File: config.mk
export PLATFORM = sky130hd
export DESIGN_NAME = mult_div_unit
export DESIGN_NICKNAME = d
export VERILOG_FILES = /design/src/rtl/mult_div_unit.sv
export SDC_FILE = /design/constraint.sdc
export NUM_CORES = 1
export LEC_CHECK = 0
export BUFFER_PORTS_ARGS = -buffer_cell sky130_fd_sc_hd__buf_2
export CAP_MARGIN = 20
export CORE_ASPECT_RATIO = 1.25
export CORE_MARGIN = 1.5
export CORE_UTILIZATION = 52
export CTS_BUF_LIST = sky130_fd_sc_hd__clkbuf_4
export DETAILED_ROUTE_END_ITERATION = 10
export PLACE_DENSITY = 0.72
export SYNTH_ARGS = -nofsm -noshare
export SYNTH_HDL_FRONTEND = slang
export SYNTH_SLANG_ARGS = --single-unit
File: constraint.sdc
create_clock -name clk -period 6.27 [get_ports clk]
set_clock_uncertainty 0.1 [all_clocks]
set_input_delay 1.254 -clock clk [delete_from_list [all_inputs] [get_ports clk]]
set_output_delay 1.254 -clock clk [all_outputs]
set_load 0.01 [all_outputs]
File: src/rtl/mult_div_unit.sv
// rtl/mult_div_unit.sv - multi-cycle MULT/MULTU/DIV/DIVU unit owning HI/LO
//
// Ports:
//   clk, reset         rising-edge clock, synchronous active-high reset
//   start, op          issue request and opcode (00 MULT, 01 MULTU, 10 DIV, 11 DIVU)
//   rs_data, rt_data   operand A (multiplicand/dividend), operand B (multiplier/divisor)
//   cancel             pipeline flush, aborts an in-flight operation
//   hi_we, lo_we       MTHI / MTLO write enables, wdata is the write data
//   busy               operation in flight
//   done               one-cycle pulse when hi/lo first show a new result
//   hi, lo             architectural HI and LO registers
module mult_div_unit #(
  parameter int WIDTH = 32,
  parameter int CNT_W = 6
) (
  input  logic             clk,
  input  logic             reset,
  input  logic             start,
  input  logic [1:0]       op,
  input  logic [WIDTH-1:0] rs_data,
  input  logic [WIDTH-1:0] rt_data,
  input  logic             cancel,
  input  logic             hi_we,
  input  logic             lo_we,
  input  logic [WIDTH-1:0] wdata,
  output logic             busy,
  output logic             done,
  output logic [WIDTH-1:0] hi,
  output logic [WIDTH-1:0] lo
);

  typedef enum logic [1:0] {
    IDLE  = 2'd0,
    CALC  = 2'd1,
    FIXUP = 2'd2
  } state_t;

  localparam logic [CNT_W-1:0] LAST_ITER = CNT_W'(WIDTH - 1);

  state_t             state;
  state_t             state_next;
  logic [CNT_W-1:0]   count;
  logic               is_div;
  logic               neg_q;
  logic               neg_r;
  logic               div_zero;
  logic [WIDTH-1:0]   opnd;      // multiplicand for multiply, divisor for divide
  logic [2*WIDTH-1:0] acc;       // {partial product | multiplier} or {remainder | quotient}
  logic               done_q;
  logic [WIDTH-1:0]   hi_q;
  logic [WIDTH-1:0]   lo_q;

  // Operand conditioning at issue
  logic             signed_op;
  logic [WIDTH-1:0] rs_mag;
  logic [WIDTH-1:0] rt_mag;

  // One iteration of each algorithm
  logic [WIDTH:0]     add_sum;
  logic [2*WIDTH-1:0] mul_next;
  logic [WIDTH:0]     div_shifted;
  logic [WIDTH+1:0]   div_diff;
  logic [2*WIDTH-1:0] div_next;

  // Sign fixup
  logic [2*WIDTH-1:0] prod_fix;
  logic [WIDTH-1:0]   quot_fix;
  logic [WIDTH-1:0]   rem_fix;

  assign busy = (state != IDLE);
  assign done = done_q;
  assign hi   = hi_q;
  assign lo   = lo_q;

  always_comb begin
    state_next = state;
    case (state)
      IDLE:    if (start && !cancel) state_next = CALC;
      CALC: begin
        if (cancel)                  state_next = IDLE;
        else if (count == LAST_ITER) state_next = FIXUP;
      end
      FIXUP:   state_next = IDLE;
      default: state_next = IDLE;
    endcase
  end

  always_comb begin
    signed_op = ~op[0];
    // Two's-complement negation leaves 0x80..0 unchanged, which is its
    // correct magnitude when read as unsigned.
    rs_mag = (signed_op && rs_data[WIDTH-1]) ? -rs_data : rs_data;
    rt_mag = (signed_op && rt_data[WIDTH-1]) ? -rt_data : rt_data;

    // Shift-add: conditionally add the multiplicand into the upper half,
    // then shift the whole accumulator right, consuming one multiplier bit.
    add_sum  = {1'b0, acc[2*WIDTH-1:WIDTH]} + {1'b0, (acc[0] ? opnd : {WIDTH{1'b0}})};
    mul_next = {add_sum, acc[WIDTH-1:1]};

    // Restoring divide: shift the next dividend bit into the remainder and
    // keep the difference only when it does not borrow.
    div_shifted = acc[2*WIDTH-1:WIDTH-1];
    div_diff    = {1'b0, div_shifted} - {2'b00, opnd};
    if (!div_diff[WIDTH+1])
      div_next = {div_diff[WIDTH-1:0], acc[WIDTH-2:0], 1'b1};
    else
      div_next = {div_shifted[WIDTH-1:0], acc[WIDTH-2:0], 1'b0};

    prod_fix = neg_q ? -acc : acc;
    quot_fix = (neg_q && !div_zero) ? -acc[WIDTH-1:0] : acc[WIDTH-1:0];
    // With a zero divisor the remainder holds |rs|; negating by sign(rs)
    // restores the raw rs_data, so no separate bypass path is needed.
    rem_fix  = neg_r ? -acc[2*WIDTH-1:WIDTH] : acc[2*WIDTH-1:WIDTH];
  end

  always_ff @(posedge clk) begin
    if (reset) begin
      state    <= IDLE;
      count    <= '0;
      is_div   <= 1'b0;
      neg_q    <= 1'b0;
      neg_r    <= 1'b0;
      div_zero <= 1'b0;
      opnd     <= '0;
      acc      <= '0;
      done_q   <= 1'b0;
      hi_q     <= '0;
      lo_q     <= '0;
    end else begin
      state  <= state_next;
      done_q <= 1'b0;
      case (state)
        IDLE: begin
          if (hi_we) hi_q <= wdata;
          if (lo_we) lo_q <= wdata;
          if (start && !cancel) begin
            count    <= '0;
            is_div   <= op[1];
            neg_q    <= signed_op & (rs_data[WIDTH-1] ^ rt_data[WIDTH-1]);
            neg_r    <= signed_op & rs_data[WIDTH-1];
            div_zero <= op[1] & (rt_data == '0);
            if (op[1]) begin
              opnd <= rt_mag;
              acc  <= {{WIDTH{1'b0}}, rs_mag};
            end else begin
              opnd <= rs_mag;
              acc  <= {{WIDTH{1'b0}}, rt_mag};
            end
          end
        end
        CALC: begin
          if (!cancel) begin
            acc   <= is_div ? div_next : mul_next;
            count <= count + 1'b1;
          end
        end
        FIXUP: begin
          if (!cancel) begin
            if (is_div) begin
              hi_q <= rem_fix;
              lo_q <= quot_fix;
            end else begin
              hi_q <= prod_fix[2*WIDTH-1:WIDTH];
              lo_q <= prod_fix[WIDTH-1:0];
            end
            done_q <= 1'b1;
          end
        end
        default: ;
      endcase
    end
  end

endmodule

==> results of run 1 <==
==> report_power, final <==
group	switching [mW]	total, mW	leakage (nW)	internal, mW
Clock	0.511	0.703	0.162	0.192
Combinational	0.534	0.844	5.01	0.310
Sequential	0.0674	1.23	1.42	1.16
Total	1.11	2.78	6.59	1.66
==> per-layer routing <==
layer / share of wire, % / global-route usage [%] / wire, um / vias to the layer above
li1: - / - / - / 7407
met1: 39 / 40.4 / 19500 / 7269
met2: 49 / 58.9 / 24700 / 577
met3: 6.0 / 3.94 / 3030 / 161
met4: 6.0 / 19.7 / 3020 / 0
met5: 0 / 0 / 0 / -
==> critical path: stages (launching register included) <==
cell and delay, ns:
dfxtp_1 0.46, clkinv_1 0.41, buf_4 0.38, nor2_1 0.13, ha_1 0.29, a21o_1 0.21
a211oi_1 0.22, o21bai_1 0.15, a31oi_1 0.46, o21ai_1 0.27, a31oi_1 0.35, a21oi_1 0.14
xor2_1 0.15, o21ai_0 0.11, a221oi_1 0.33
==> final cells by class <==
cell class                 count  area, um2  share of cell area (%)
tap                          350        438                    2.79
inverter                      69        259                    1.65
clock inverter                15        190                    1.21
sequential                   173       3460                    22.0
antenna                        1       2.50                  0.0159
timing repair buffer         190       1010                    6.42
clock buffer                  17        128                   0.812
multi-input combinational   1654      10200                    65.1
==> placed cells by master, fill, tap and decap left out, drive strengths merged, types with 9 or more instances in the layout <==
cell and instances:
or4 9, nand2b 16, a22oi 14, nor3 55, nand4 12, dfxtp 173, o21ai 140, nor2 256
a31oi 29, or2 15, o31ai 11, o211ai 45, o21a 9, clkbuf 17, nand2 231, a21oi 232
a311oi 23, a211oi 52, clkinv 9, and2 20, a21o 33, xnor2 98, mux2i 34, buf 190
inv 74, nor2b 18, ha 69, nand3 25, nor4 21, or3 9, xor2 73, and3 15
==> logic make-up (layout without fill, tap and decap cells) <==
group	count (synthesis)	after routing	synth area share, %
and+or+nand+nor	717	717	22.8
buffers and inverters	206	291	5.57
DFF	173	173	24.0
xor gates and xnor gates	171	171	10.4
AOI/OAI and AO/OA	655	655	28.2
other	0	1	0
adders and majority gates	71	71	6.25
muxes	40	40	2.82
==> final timing paths <==
path / startpoint / end / slack (ns) / cells after the start
worst max register to register: acc[0] / acc[60] / 2.04 / 14
worst min-delay path: opnd[18] / opnd[18] / 0.36 / 2
worst max-delay path: acc[0] / acc[60] / 2.04 / 14
worst min register to register: opnd[18] / opnd[18] / 0.36 / 2
==> registers in the layout (all words and copies together) (netlist names) <==
signal    flops
neg_q         1
done          1
neg_r         1
state         2
count         6
is_div        1
lo           32
opnd         32
div_zero      1
acc          64
hi           32
==> summary.txt, run 1 <==
Logic synthesis
  • Primary FF master, synth: dfxtp_1
  • Share of the synthesized area in the top cell type: a little under a quarter
  • Distinct cell type count after synthesis: 79
  • Flop and latch count out of synthesis: roughly 170
  • Syn nets: 2,208
  • Largest cells by area after synthesis: dfxtp_1, a21oi_1, nor2_1
  • Sequential share of the synthesized area: 24.0%
  • Post-synth EDFFs: 0
  • Cells after synthesis: between 2,000 and 2,500
  • Syn avg cell area: 7.11 um2
  • Most numerous cell in the Yosys netlist: nor2_1
  • Synth Warn #: 0
  • Asr flop ratio synth: 0%
  • Mapped cell area: 14,500 um2
  • Synth top cells by count: nor2_1, nand2_1, a21oi_1
  • Yosys top cell by area: dfxtp_1

Timing
  • Setup-failing EPs final: 0
  • Max-slew violations: 0
  • Slew @ Worst Pin: 1.13 ns
  • Min Hold Slack: between 0.3 and 0.4 ns
  • Tmin final: 4.23 ns
  • Worst slew margin: ~25%
  • Smallest setup slack after layout: 2.04 ns
  • Final setup TNS: 0 ns
  • Tcrit/Tclk final: 67.5%
  • Final Hold Fails: 0
  • FMAX: 236 MHz
  • RSZ-0062 raised after global routing: false

Setup path
  • Crit start category: flip-flop
  • CP Data Arrival Time: 4.69 ns
  • Worst path required time: roughly 6.7 ns
  • Worst Path Max Fanout: 22
  • Critical Path End Type: flip-flop
  • Kind of critical path: reg2reg

Detailed routing
  • DR iter-0 viols: 1,440
  • Vias per std cell: 6.24
  • Final WL: 50,300 um
  • Antenna-violating nets left: 0
  • Initial DRT Pass Iterations: 6
  • Via count: 15,400
  • Wire per inst: 20.4 um
  • DRC Markers: 0

Clocking
  • Post-CTS Repair Setup Buffers: 0
  • Clock transition at the registers of the reported paths: 0.19 ns
  • Post-CTS resize count: 0
  • CTS root buf: clkbuf_4
  • Clock Sink Count: 173
  • Cts hold-fix bufs: 0
  • Num CTS Buffers: 17
  • CTS tree: built
  • H-tree levels: 4
  • Clock Latency Late Sink: 0.63 ns
  • Buffer depth of the longest clock path: 2

Global routing
  • Number of global-route vias before repair: ~14,000
  • Total grt overflow: 0
  • Initial antenna violation count: 1
  • GRT Overall Usage: around a third
  • Largest net degree at the start of global routing: 94
  • Global-route wire length before repair: 77,600 um

Floorplanning
  • Core ar.: 27,500 um2
  • Die X: 152 um
  • Total die area: 28,800 um2
  • Chip Height: 189 um
  • Num rows: 68
  • Starting Density: 52.6%
  • Top Ports: 170

Outcome
  • Status: completed

Placed design
  • Placed Area: 15,400 um2
  • HPWL after DPL: 39,100 um
  • Port bufs: approximately 170
  • Pre-CTS WS: between 2 and 2.5 ns
  • Inst Count DP: 2,435
  • GP Congestion: 0.942

Pwr
  • Leakage power: 6.59 nW
  • Tot Pwr: 2.78 mW
  • Max IR drop VDD: 0.000130 V
  • Pwr dens: 177 nW/um2

Final layout
  • Layout Cells excl Fill: 2,469
  • Final net count: 2,280
  • P&R area growth vs syn: 8.76%
  • Final Core Density: 57.2%
  • Finished Cell Area: 15,700 um2
  • Fraction of layout cells with a size suffix above 1: 12.8%
  • Filler cells: roughly 2,700

Flow run
  • Max Cap Viol: 0

Min path
  • HP Class: reg2reg
Note: power is estimated with default switching activity, not from simulation.
==> run 2, diff against run 1 <==
Clock period 6.27 ns to 3.96 ns, I/O delays scaled along.
==> run 2 against run 1 <==
Cell count is 1.6% higher. Sequential power up 58%. Via count grew 1.3%. Combinational power up 64%. Wire length rose by 4.0%. Count of clock-buffer cells in the layout is the same. Worst setup slack lost 1.7 ns. First-iteration DRC count down 6.7%. Sequential share of layout area decreased by 0.48 points. Die area did not move. Clock power rose by 68%.
==> summary.txt, run 2 (synthesis results as in run 1) <==
Timing
  • Max-slew violations: 0
  • FMAX: 277 MHz
  • Min Hold Slack: 0.338 ns
  • Smallest setup slack after layout: 0.348 ns
  • RSZ-0062 raised after global routing: false
  • Final setup TNS: 0 ns
  • Worst slew margin: 39.2%
  • Setup-failing EPs final: 0
  • Tcrit/Tclk final: 91.2%
  • Final Hold Fails: 0
  • Tmin final: ~3.6 ns
  • Slew @ Worst Pin: roughly 0.91 ns

Clocking
  • Post-CTS Repair Setup Buffers: 0
  • H-tree levels: 4
  • Num CTS Buffers: 17
  • Post-CTS resize count: 0
  • Buffer depth of the longest clock path: 2
  • Clock Latency Late Sink: 0.65 ns
  • Clock transition at the registers of the reported paths: around 0.19 ns
  • Clock Sink Count: 173
  • Cts hold-fix bufs: 0
  • CTS root buf: clkbuf_4
  • CTS tree: built

Floorplanning
  • Die X: 152 um
  • Starting Density: 52.6%
  • Total die area: 28,800 um2
  • Chip Height: 189 um
  • Num rows: slightly below 70
  • Core ar.: 27,500 um2
  • Top Ports: 170

Final layout
  • Filler cells: 2,731
  • Final Core Density: 58.5%
  • P&R area growth vs syn: 11.2%
  • Fraction of layout cells with a size suffix above 1: 14.5%
  • Most common cell after layout, fill and taps aside: nor2_1
  • Top reg by flops: acc
  • Max reg flops: 64
  • Final net count: 2,320
  • Commonest cells after routing, fill and taps aside: nor2_1, nand2_1, a21oi_1, dfxtp_1, buf_2

Detailed routing
  • Wire per inst: 20.9 um
  • DRC Markers: 0
  • Vias per std cell: 6.22
  • Final WL: 52,400 um
  • Initial DRT Pass Iterations: 5
  • DR iter-0 viols: 1,343
  • Antenna-violating nets left: 0
  • Via count: 15,600

Global routing
  • Initial antenna violation count: 1
  • Largest net degree at the start of global routing: 63
  • Total grt overflow: 0
  • Global-route wire length before repair: 80,600 um
  • GRT Overall Usage: 35.7%
  • Number of global-route vias before repair: approximately 15,000

Setup path
  • Largest stage delay on the critical path: 0.47 ns
  • Kind of critical path: reg2reg
  • Cell mode on critical path: a31oi_1
  • Worst path required time: 4.42 ns
  • CP Data Arrival Time: ~4 ns
  • CP max-delay cell: dfxtp_1
  • Worst Path Max Fanout: 18
  • Critical Path End Type: flip-flop
  • Crit start category: flip-flop
  • Cells along the critical path: clkinv_1, buf_12, nor2_1, ha_1, o211a_1, a211oi_1, o21bai_1, a31oi_1, o21ai_1, a31oi_1, a21oi_1, xor2_1, o21ai_0, a221oi_1

Outcome
  • Status: completed

Placed design
  • GP Congestion: 0.974
  • HPWL after DPL: 41,300 um
  • Pre-CTS WS: around 0.31 ns
  • Port bufs: 169

Pwr
  • Max IR drop VDD: 0.000190 V
  • Leakage power: 6.82 nW
  • Tot Pwr: 4.50 mW
  • Pwr dens: 280 nW/um2

Flow run
  • Max Cap Viol: 0

Min path
  • HP Class: in2reg
==> run 2: cell types whose count changed in the layout (fill, tap and decap cells not counted), sizes merged <==
cell / before / now
buf: 190 / 230
inv: 74 / 75
bufinv: 0 / 2
clkinv: 9 / 6
==> run 2: per-stage QoR <==
step	cell area [um2]	std cells
floorplan	14500	2033
global placement	15700	2476
detailed placement	15700	2476
CTS	16100	2508
global route	16100	2509
finish	16100	2509
==> run 2: worst max-delay path, delay by kind of cell (launching register included) <==
| kind | cells | cell delay, ns |
|---|---|---|
| buffers and inverters | 2 | 0.43 |
| flip-flops | 1 | 0.47 |
| AND/OR/NAND/NOR | 1 | 0.11 |
| AO/OA/AOI/OAI | 9 | 1.98 |
| adder cells (fa/ha/maj) | 1 | 0.28 |
| XOR/XNOR | 1 | 0.18 |
==> run 2: power by group <==
part	switching, mW	internal (mW)	leakage [nW]
clock network	0.764	0.413	0.172
logic	0.864	0.515	5.23
registers	0.104	1.84	1.42
==> run 2: metal layers <==
layer  GRT usage [%]  share of wire, %  vias to the layer above
li1                -                 -                     7484
met1            40.2                38                     7353
met2            62.6                49                      587
met3            4.97               5.6                      188
met4            23.6               7.1                        0
met5               0                 0                        -
==> run 2: path summary, 6_finish.rpt <==
kind         startpoint       to  slack (ns)  cells after the start
min reg2reg     opnd[5]  opnd[5]        0.37                      2
max              acc[0]  acc[60]        0.35                     14
min           wdata[29]   hi[29]        0.34                      3
max reg2reg      acc[0]  acc[60]        0.35                     14
==> run 2: layout make-up <==
type | instances | area [um2] | area share (%)
Multi-Input combinational cell | 1654 | 10200 | 63.7
Sequential cell | 173 | 3460 | 21.6
Timing Repair Buffer | 230 | 1340 | 8.36
Tap cell | 350 | 438 | 2.72
Inverter | 69 | 259 | 1.61
Clock inverter | 15 | 203 | 1.26
Clock buffer | 17 | 128 | 0.794
Antenna cell | 1 | 2.50 | 0.0156
